===== src/rtl/muldiv_sequencer.sv =====
// Multi-cycle signed multiply / divide sequencer owning the HI/LO registers.
// Shift-add multiply or restoring divide on operand magnitudes, WIDTH iterations, sign fix-up at the end.
module muldiv_sequencer #(
  parameter int unsigned WIDTH = 32
) (
  input  logic             clk,
  input  logic             reset,
  input  logic             start,
  input  logic             div_or_mul,
  input  logic [WIDTH-1:0] data_A,
  input  logic [WIDTH-1:0] data_B,
  output logic             busy,
  output logic             done,
  output logic             div_zero,
  output logic             hilo_wr,
  output logic [WIDTH-1:0] hi,
  output logic [WIDTH-1:0] lo
);

  localparam int unsigned CW = (WIDTH > 1) ? $clog2(WIDTH) : 1;

  typedef enum logic [1:0] {
    IDLE  = 2'd0,
    RUN   = 2'd1,
    DONE  = 2'd2,
    DZERO = 2'd3
  } state_t;

  state_t state, state_nx;

  logic [2*WIDTH-1:0] acc;
  logic [2*WIDTH-1:0] acc_nx;
  logic [WIDTH-1:0]   opnd;
  logic [CW-1:0]      cnt;
  logic               is_mul;
  logic               neg_q;
  logic               neg_r;
  logic               last;

  logic [WIDTH-1:0]   mag_a;
  logic [WIDTH-1:0]   mag_b;
  logic [WIDTH:0]     sum;
  logic [WIDTH-1:0]   addend;
  logic [WIDTH:0]     trial;
  logic [WIDTH:0]     diff;
  logic [2*WIDTH-1:0] prod_fix;
  logic [WIDTH-1:0]   quo_fix;
  logic [WIDTH-1:0]   rem_fix;

  assign last  = (cnt == CW'(WIDTH - 1));
  assign mag_a = data_A[WIDTH-1] ? (~data_A + 1'b1) : data_A;
  assign mag_b = data_B[WIDTH-1] ? (~data_B + 1'b1) : data_B;

  // acc holds {partial product, multiplier} for mult and {remainder, dividend/quotient} for div
  always_comb begin
    addend = acc[0] ? opnd : '0;
    sum    = {1'b0, acc[2*WIDTH-1:WIDTH]} + {1'b0, addend};
    trial  = acc[2*WIDTH-1:WIDTH-1];
    diff   = trial - {1'b0, opnd};
    acc_nx = acc;
    if (is_mul)
      acc_nx = {sum, acc[WIDTH-1:1]};
    else if (!diff[WIDTH])
      acc_nx = {diff[WIDTH-1:0], acc[WIDTH-2:0], 1'b1};
    else
      acc_nx = {trial[WIDTH-1:0], acc[WIDTH-2:0], 1'b0};
  end

  always_comb begin
    prod_fix = neg_q ? (~acc_nx + 1'b1) : acc_nx;
    quo_fix  = neg_q ? (~acc_nx[WIDTH-1:0] + 1'b1) : acc_nx[WIDTH-1:0];
    rem_fix  = neg_r ? (~acc_nx[2*WIDTH-1:WIDTH] + 1'b1) : acc_nx[2*WIDTH-1:WIDTH];
  end

  always_comb begin
    state_nx = state;
    case (state)
      IDLE: begin
        if (start)
          state_nx = (!div_or_mul && data_B == '0) ? DZERO : RUN;
      end
      RUN:     if (last) state_nx = DONE;
      DONE:    state_nx = IDLE;
      DZERO:   state_nx = IDLE;
      default: state_nx = IDLE;
    endcase
  end

  always_ff @(posedge clk or posedge reset) begin
    if (reset) state <= IDLE;
    else       state <= state_nx;
  end

  // Status outputs are flops loaded from the next state so they line up with the state register.
  always_ff @(posedge clk or posedge reset) begin
    if (reset) begin
      busy     <= 1'b0;
      done     <= 1'b0;
      div_zero <= 1'b0;
      hilo_wr  <= 1'b0;
    end else begin
      busy     <= (state_nx != IDLE);
      done     <= (state_nx == DONE) || (state_nx == DZERO);
      div_zero <= (state_nx == DZERO);
      hilo_wr  <= (state_nx == DONE);
    end
  end

  always_ff @(posedge clk or posedge reset) begin
    if (reset) begin
      acc    <= '0;
      opnd   <= '0;
      cnt    <= '0;
      is_mul <= 1'b0;
      neg_q  <= 1'b0;
      neg_r  <= 1'b0;
      hi     <= '0;
      lo     <= '0;
    end else begin
      case (state)
        IDLE: begin
          if (start) begin
            is_mul <= div_or_mul;
            neg_q  <= data_A[WIDTH-1] ^ data_B[WIDTH-1];
            neg_r  <= data_A[WIDTH-1];
            opnd   <= div_or_mul ? mag_a : mag_b;
            acc    <= {{WIDTH{1'b0}}, (div_or_mul ? mag_b : mag_a)};
            cnt    <= '0;
          end
        end
        RUN: begin
          acc <= acc_nx;
          cnt <= cnt + CW'(1);
          if (last) begin
            if (is_mul) begin
              hi <= prod_fix[2*WIDTH-1:WIDTH];
              lo <= prod_fix[WIDTH-1:0];
            end else begin
              hi <= rem_fix;
              lo <= quo_fix;
            end
          end
        end
        default: ;
      endcase
    end
  end

endmodule


===== config.mk =====
export PLATFORM = sky130hd
export DESIGN_NAME = muldiv_sequencer
export DESIGN_NICKNAME = d
export VERILOG_FILES = /design/src/rtl/muldiv_sequencer.sv
export SDC_FILE = /design/constraint.sdc
export NUM_CORES = 1
export LEC_CHECK = 0
export BUFFER_PORTS_ARGS = -buffer_cell sky130_fd_sc_hd__buf_4
export CORE_MARGIN = 2
export CORE_UTILIZATION = 55
export DETAILED_ROUTE_END_ITERATION = 16
export HOLD_SLACK_MARGIN = 0.02
export PLACE_DENSITY = 0.8
export SLEW_MARGIN = 20
export SYNTH_ARGS = -nofsm -noshare
export SYNTH_HDL_FRONTEND = slang
export SYNTH_SLANG_ARGS = --single-unit

===== constraint.sdc =====
create_clock -name clk -period 8.9 [get_ports clk]
set_input_delay 0.89 -clock clk [delete_from_list [all_inputs] [get_ports clk]]
set_output_delay 0.89 -clock clk [all_outputs]
set_load 0.02 [all_outputs]

==> reports/summary.log <==
qor: clock_tree.cts_buffers 17
qor: die.placementRows 60
qor: detailed_routing.routed_wl_per_cell 21.7 um
qor: critical_path.timing.critical_path.arrival 6.96 ns
qor: clock_tree.clk_pin_slew_worst_paths 0.08 ns
qor: detailed_routing.detailroute.via_count 15.5k
qor: clock_tree.cts_hold_repair.buffers 0
qor: critical_path.criticalPathCategory reg2reg
qor: clock_tree.cts_setup_buffers 0
qor: finish.synthToLayoutAreaGrowth 12.0%
qor: critical_path.critPathRequiredTime 9.19 ns
qor: global_route.grt_first_pass_wirelength 82.0 mm
qor: die.die_w 171 um
qor: critical_path.cpPeakStageDelay 0.59 ns
qor: critical_path.cp_max_fo 5
qor: clock_tree.clk_sink_count 174
qor: yosys.yosys.cell_types.count 88
qor: clock_tree.insertion_delay 0.45 ns
qor: sta.hold_ws 0.485 ns
qor: detailed_routing.drt_pass1_iterations 6
qor: clock_tree.cts-htree-levels 4
qor: yosys.synth_warnings 0
qor: sta.final-max-slew-violation-count 0
qor: yosys.synth_top_cell_by_area sky130_fd_sc_hd__dfrtp_1
qor: critical_path.count_of_cells_along_the_worst_register_to_register_path 24
qor: clock_tree.clockBufferDepth 2
qor: yosys.mean_area_per_synthesized_cell 7.76 sq um
qor: finish.finish.net_count 2174
qor: yosys.synthCells 1968
qor: detailed_routing.antenna_left 0
qor: yosys.post_synth_design_cell_area 15300 sq um
qor: critical_path.critical_path.slowest_cell sky130_fd_sc_hd__or4_1
qor: critical_path.critical_path_endpoint_category flip-flop
qor: clock_tree.cts_resized 0
qor: detailed_routing.drt_drc_violations_left 0
qor: sta.finalSetupViolCount 0
qor: status.status complete, no violations
qor: die.io_pins 136
qor: yosys.fraction_of_synthesis_flops_using_an_asynchronous_set_or_reset_pin 1.00
qor: yosys.netlist_top_cells_area sky130_fd_sc_hd__dfrtp_1, sky130_fd_sc_hd__o21ai_0, sky130_fd_sc_hd__nand2_1, sky130_fd_sc_hd__ha_1, sky130_fd_sc_hd__xnor2_1
qor: sta.finalCritPeriodShare 0.748
qor: sta.max_clock_freq 150 MHz
qor: sta.worst_pin_slew 1.06 ns
qor: placed_design.dp_worst_setup_slack 2.45 ns
qor: critical_path.worst-path-stages 24
qor: yosys.yosys.area.top_type_share 0.285
qor: critical_path.cp_cell_sequence inv_1, ha_1, inv_1, fa_1, a211oi_1, nor3_1, o21ai_0, a21boi_2, o21ai_0, nand2_1, a21oi_1, ha_1, nand2_1, or4_1, or4b_1, nor4_1, o211ai_1, nor2_1, a21oi_1, o21a_1, nor4bb_1, a21oi_1, xor2_1, o21ai_1
qor: global_route.groute.usage.overall 0.365
qor: yosys.yosys_most_used_dff sky130_fd_sc_hd__dfrtp_1
qor: finish.fillers 2421
qor: sta.final.setup.tns 0 ns
qor: yosys.yosysSeqAreaShare 0.285
qor: placed_design.buffer_ports.inserted 135
qor: global_route.grt_pass1_vias 14.5k
qor: die.coreArea 27100 sq um
qor: sta.layout_min_cycle_time 6.66 ns
qor: critical_path.cpMostUsedCell sky130_fd_sc_hd__a21oi_1
qor: hold_path.worstHoldPathType reg2reg
qor: detailed_routing.initialDrtViolationCount 1523
qor: die.initial_core_util 0.563
qor: clock_tree.clk_root_buffer_cell sky130_fd_sc_hd__clkbuf_16
qor: clock_tree.tritoncts yes
qor: die.die_height 171 um
qor: sta.fin_skew 0.0190 ns
qor: global_route.grt_max_degree 128
qor: die.design.die.area 29100 sq um
qor: hold_path.timing.hold.worst_path_depth 2
qor: sta.grt_setup_unrepaired false
qor: detailed_routing.viasPerCell 6.39
qor: sta.timing.final.ws_setup 2.24 ns
qor: finish.final_layout_size_suffix_gt1_frac 0.117
qor: critical_path.timing.critical_path.buf_inv 2
qor: placed_design.place.gp.congestion 0.981
qor: global_route.grt-ovfl-total 0
qor: yosys.synth_enable_flop_cells 0
qor: finish.insertedDiodeCount 0
qor: placed_design.place.detailed.hpwl 40.6 mm
qor: yosys.yosys_register_bits 174
qor: sta.max-slew-margin-rel 0.291
qor: critical_path.critical-path-top-delay-family compound AO/OA/AOI/OAI gates
qor: sta.timing_hold_violations_final 0
qor: global_route.antenna_found_initial 0
qor: run.maxCapViolations 0
qor: yosys.synthesis.nets 2108
qor: critical_path.worst_setup_path_start_kind flip-flop
qor: detailed_routing.routed_wirelength 52.6 mm
==> through the flow <==
| step | utilization | instances | instance area (sq um) |
|---|---|---|---|
| global placement | 0.608 | 2387 | 16500 |
| global route | 0.631 | 2419 | 17100 |
| finish | 0.631 | 2419 | 17100 |
| floorplan | - | 1968 | 15300 |
| detailed placement | 0.608 | 2387 | 16500 |
| CTS | 0.631 | 2419 | 17100 |
==> layout by cell type, fill, tap and decap left out, types with 10 or more instances in the layout <==
master                      Yosys  layout
sky130_fd_sc_hd__nand2_1      284     282
sky130_fd_sc_hd__o21ai_1       22      22
sky130_fd_sc_hd__o21ai_0      219     219
sky130_fd_sc_hd__dfrtp_1      174     173
sky130_fd_sc_hd__nor4_1        19      19
sky130_fd_sc_hd__o41ai_1       10      10
sky130_fd_sc_hd__mux2i_1       43      43
sky130_fd_sc_hd__o221ai_1      19      19
sky130_fd_sc_hd__a21o_1        21      21
sky130_fd_sc_hd__clkbuf_16      0      17
sky130_fd_sc_hd__buf_4          2     154
sky130_fd_sc_hd__nor2b_1       13      13
sky130_fd_sc_hd__a31oi_1       20      20
sky130_fd_sc_hd__o211ai_1      20      20
sky130_fd_sc_hd__a22o_1        20      20
sky130_fd_sc_hd__o21a_1        11      11
sky130_fd_sc_hd__inv_1         63      62
sky130_fd_sc_hd__xnor2_1       98      98
sky130_fd_sc_hd__a211o_1       16      16
sky130_fd_sc_hd__and2_1        40      40
sky130_fd_sc_hd__a211oi_1      27      27
sky130_fd_sc_hd__nor2_1       145     145
sky130_fd_sc_hd__a21oi_1      155     155
sky130_fd_sc_hd__o31ai_1       34      34
sky130_fd_sc_hd__or2_2         10      10
sky130_fd_sc_hd__xor2_1        64      64
sky130_fd_sc_hd__or3_1         19      19
sky130_fd_sc_hd__nand3_1       26      26
sky130_fd_sc_hd__nor3_1        35      35
sky130_fd_sc_hd__ha_1          70      70
sky130_fd_sc_hd__nand2b_1      16      16
sky130_fd_sc_hd__nand4_1       21      21
sky130_fd_sc_hd__and3_1        10      10
==> worst reg2reg max path, stage by stage (launching register included) <==
cell                       delay, ns
sky130_fd_sc_hd__dfrtp_1        0.41
sky130_fd_sc_hd__inv_1          0.07
sky130_fd_sc_hd__ha_1           0.15
sky130_fd_sc_hd__inv_1          0.05
sky130_fd_sc_hd__fa_1           0.42
sky130_fd_sc_hd__a211oi_1       0.39
sky130_fd_sc_hd__nor3_1         0.17
sky130_fd_sc_hd__o21ai_0        0.40
sky130_fd_sc_hd__a21boi_2       0.20
sky130_fd_sc_hd__o21ai_0        0.33
sky130_fd_sc_hd__nand2_1        0.17
sky130_fd_sc_hd__a21oi_1        0.43
sky130_fd_sc_hd__ha_1           0.26
sky130_fd_sc_hd__nand2_1        0.09
sky130_fd_sc_hd__or4_1          0.59
sky130_fd_sc_hd__or4b_1         0.56
sky130_fd_sc_hd__nor4_1         0.29
sky130_fd_sc_hd__o211ai_1       0.27
sky130_fd_sc_hd__nor2_1         0.25
sky130_fd_sc_hd__a21oi_1        0.13
sky130_fd_sc_hd__o21a_1         0.23
sky130_fd_sc_hd__nor4bb_1       0.28
sky130_fd_sc_hd__a21oi_1        0.12
sky130_fd_sc_hd__xor2_1         0.19
sky130_fd_sc_hd__o21ai_1        0.07
==> cells in the mapped netlist, drive strengths merged (19+ instances only) <==
master and number:
nand2 285, o21ai 243, dfrtp 174, a21oi 156
nor2 146, xnor2 98, clkbuf 79, ha 70
xor2 64, inv 63, mux2i 43, and2 40
nor3 38, o31ai 35, nand3 29, buf 28
a211oi 27, a21o 21, nand4 21, nor4 21
a22o 20, a31oi 20, o211ai 20, or3 20
o221ai 19
==> cell type report <==
class	instances	area [sq um]	share of cell area
multi-input cells	1624	10300	0.600
flip-flops and latches	174	4360	0.255
repair buffers	154	1160	0.0676
well taps	372	465	0.0272
clock buffers	17	425	0.0249
inverters	63	241	0.0141
clock inverters	15	185	0.0108
==> state kept, by name (all words and copies together), names as in the netlist, 2 cells and up <==
name   cells
hi        32
lo        32
state      2
acc       64
opnd      32
cnt        5
==> cell families (layout without fill, tap and decap cells) <==
kind of cell,count (synthesis),count (layout),share of synthesized area
and+or+nand+nor,681,681,0.215
AOI/OAI and AO/OA,657,657,0.268
DFF,174,174,0.285
buffers and inverters,170,249,0.0440
xor gates and xnor gates,162,162,0.0929
adders and majority gates,72,72,0.0600
muxes,52,52,0.0348
==> metal layers <==
layer,vias to the layer above,global-route usage,share of wire
met5,-,0,0
met4,0,0.194,0.059
met3,151,0.0539,0.076
met2,755,0.592,0.46
met1,7303,0.473,0.41
li1,7241,-,-
==> path summary, 6_finish.rpt <==
kind	from	endpoint	slack, ns
max	acc[31]$_DFFE_PP0P_	hi[26]$_DFFE_PP0P_	2.24
min	hi[22]$_DFFE_PP0P_	hi[22]$_DFFE_PP0P_	0.48
max reg2reg	acc[31]$_DFFE_PP0P_	hi[26]$_DFFE_PP0P_	2.24
min reg2reg	hi[22]$_DFFE_PP0P_	hi[22]$_DFFE_PP0P_	0.48
max in group asynchronous	reset	is_mul$_DFFE_PP0P_	6.38
min in group asynchronous	reset	opnd[20]$_DFFE_PP0P_	0.56
Power is not shown: default switching activity piles up to over one toggle a cycle in this logic, so the estimate is an artifact.
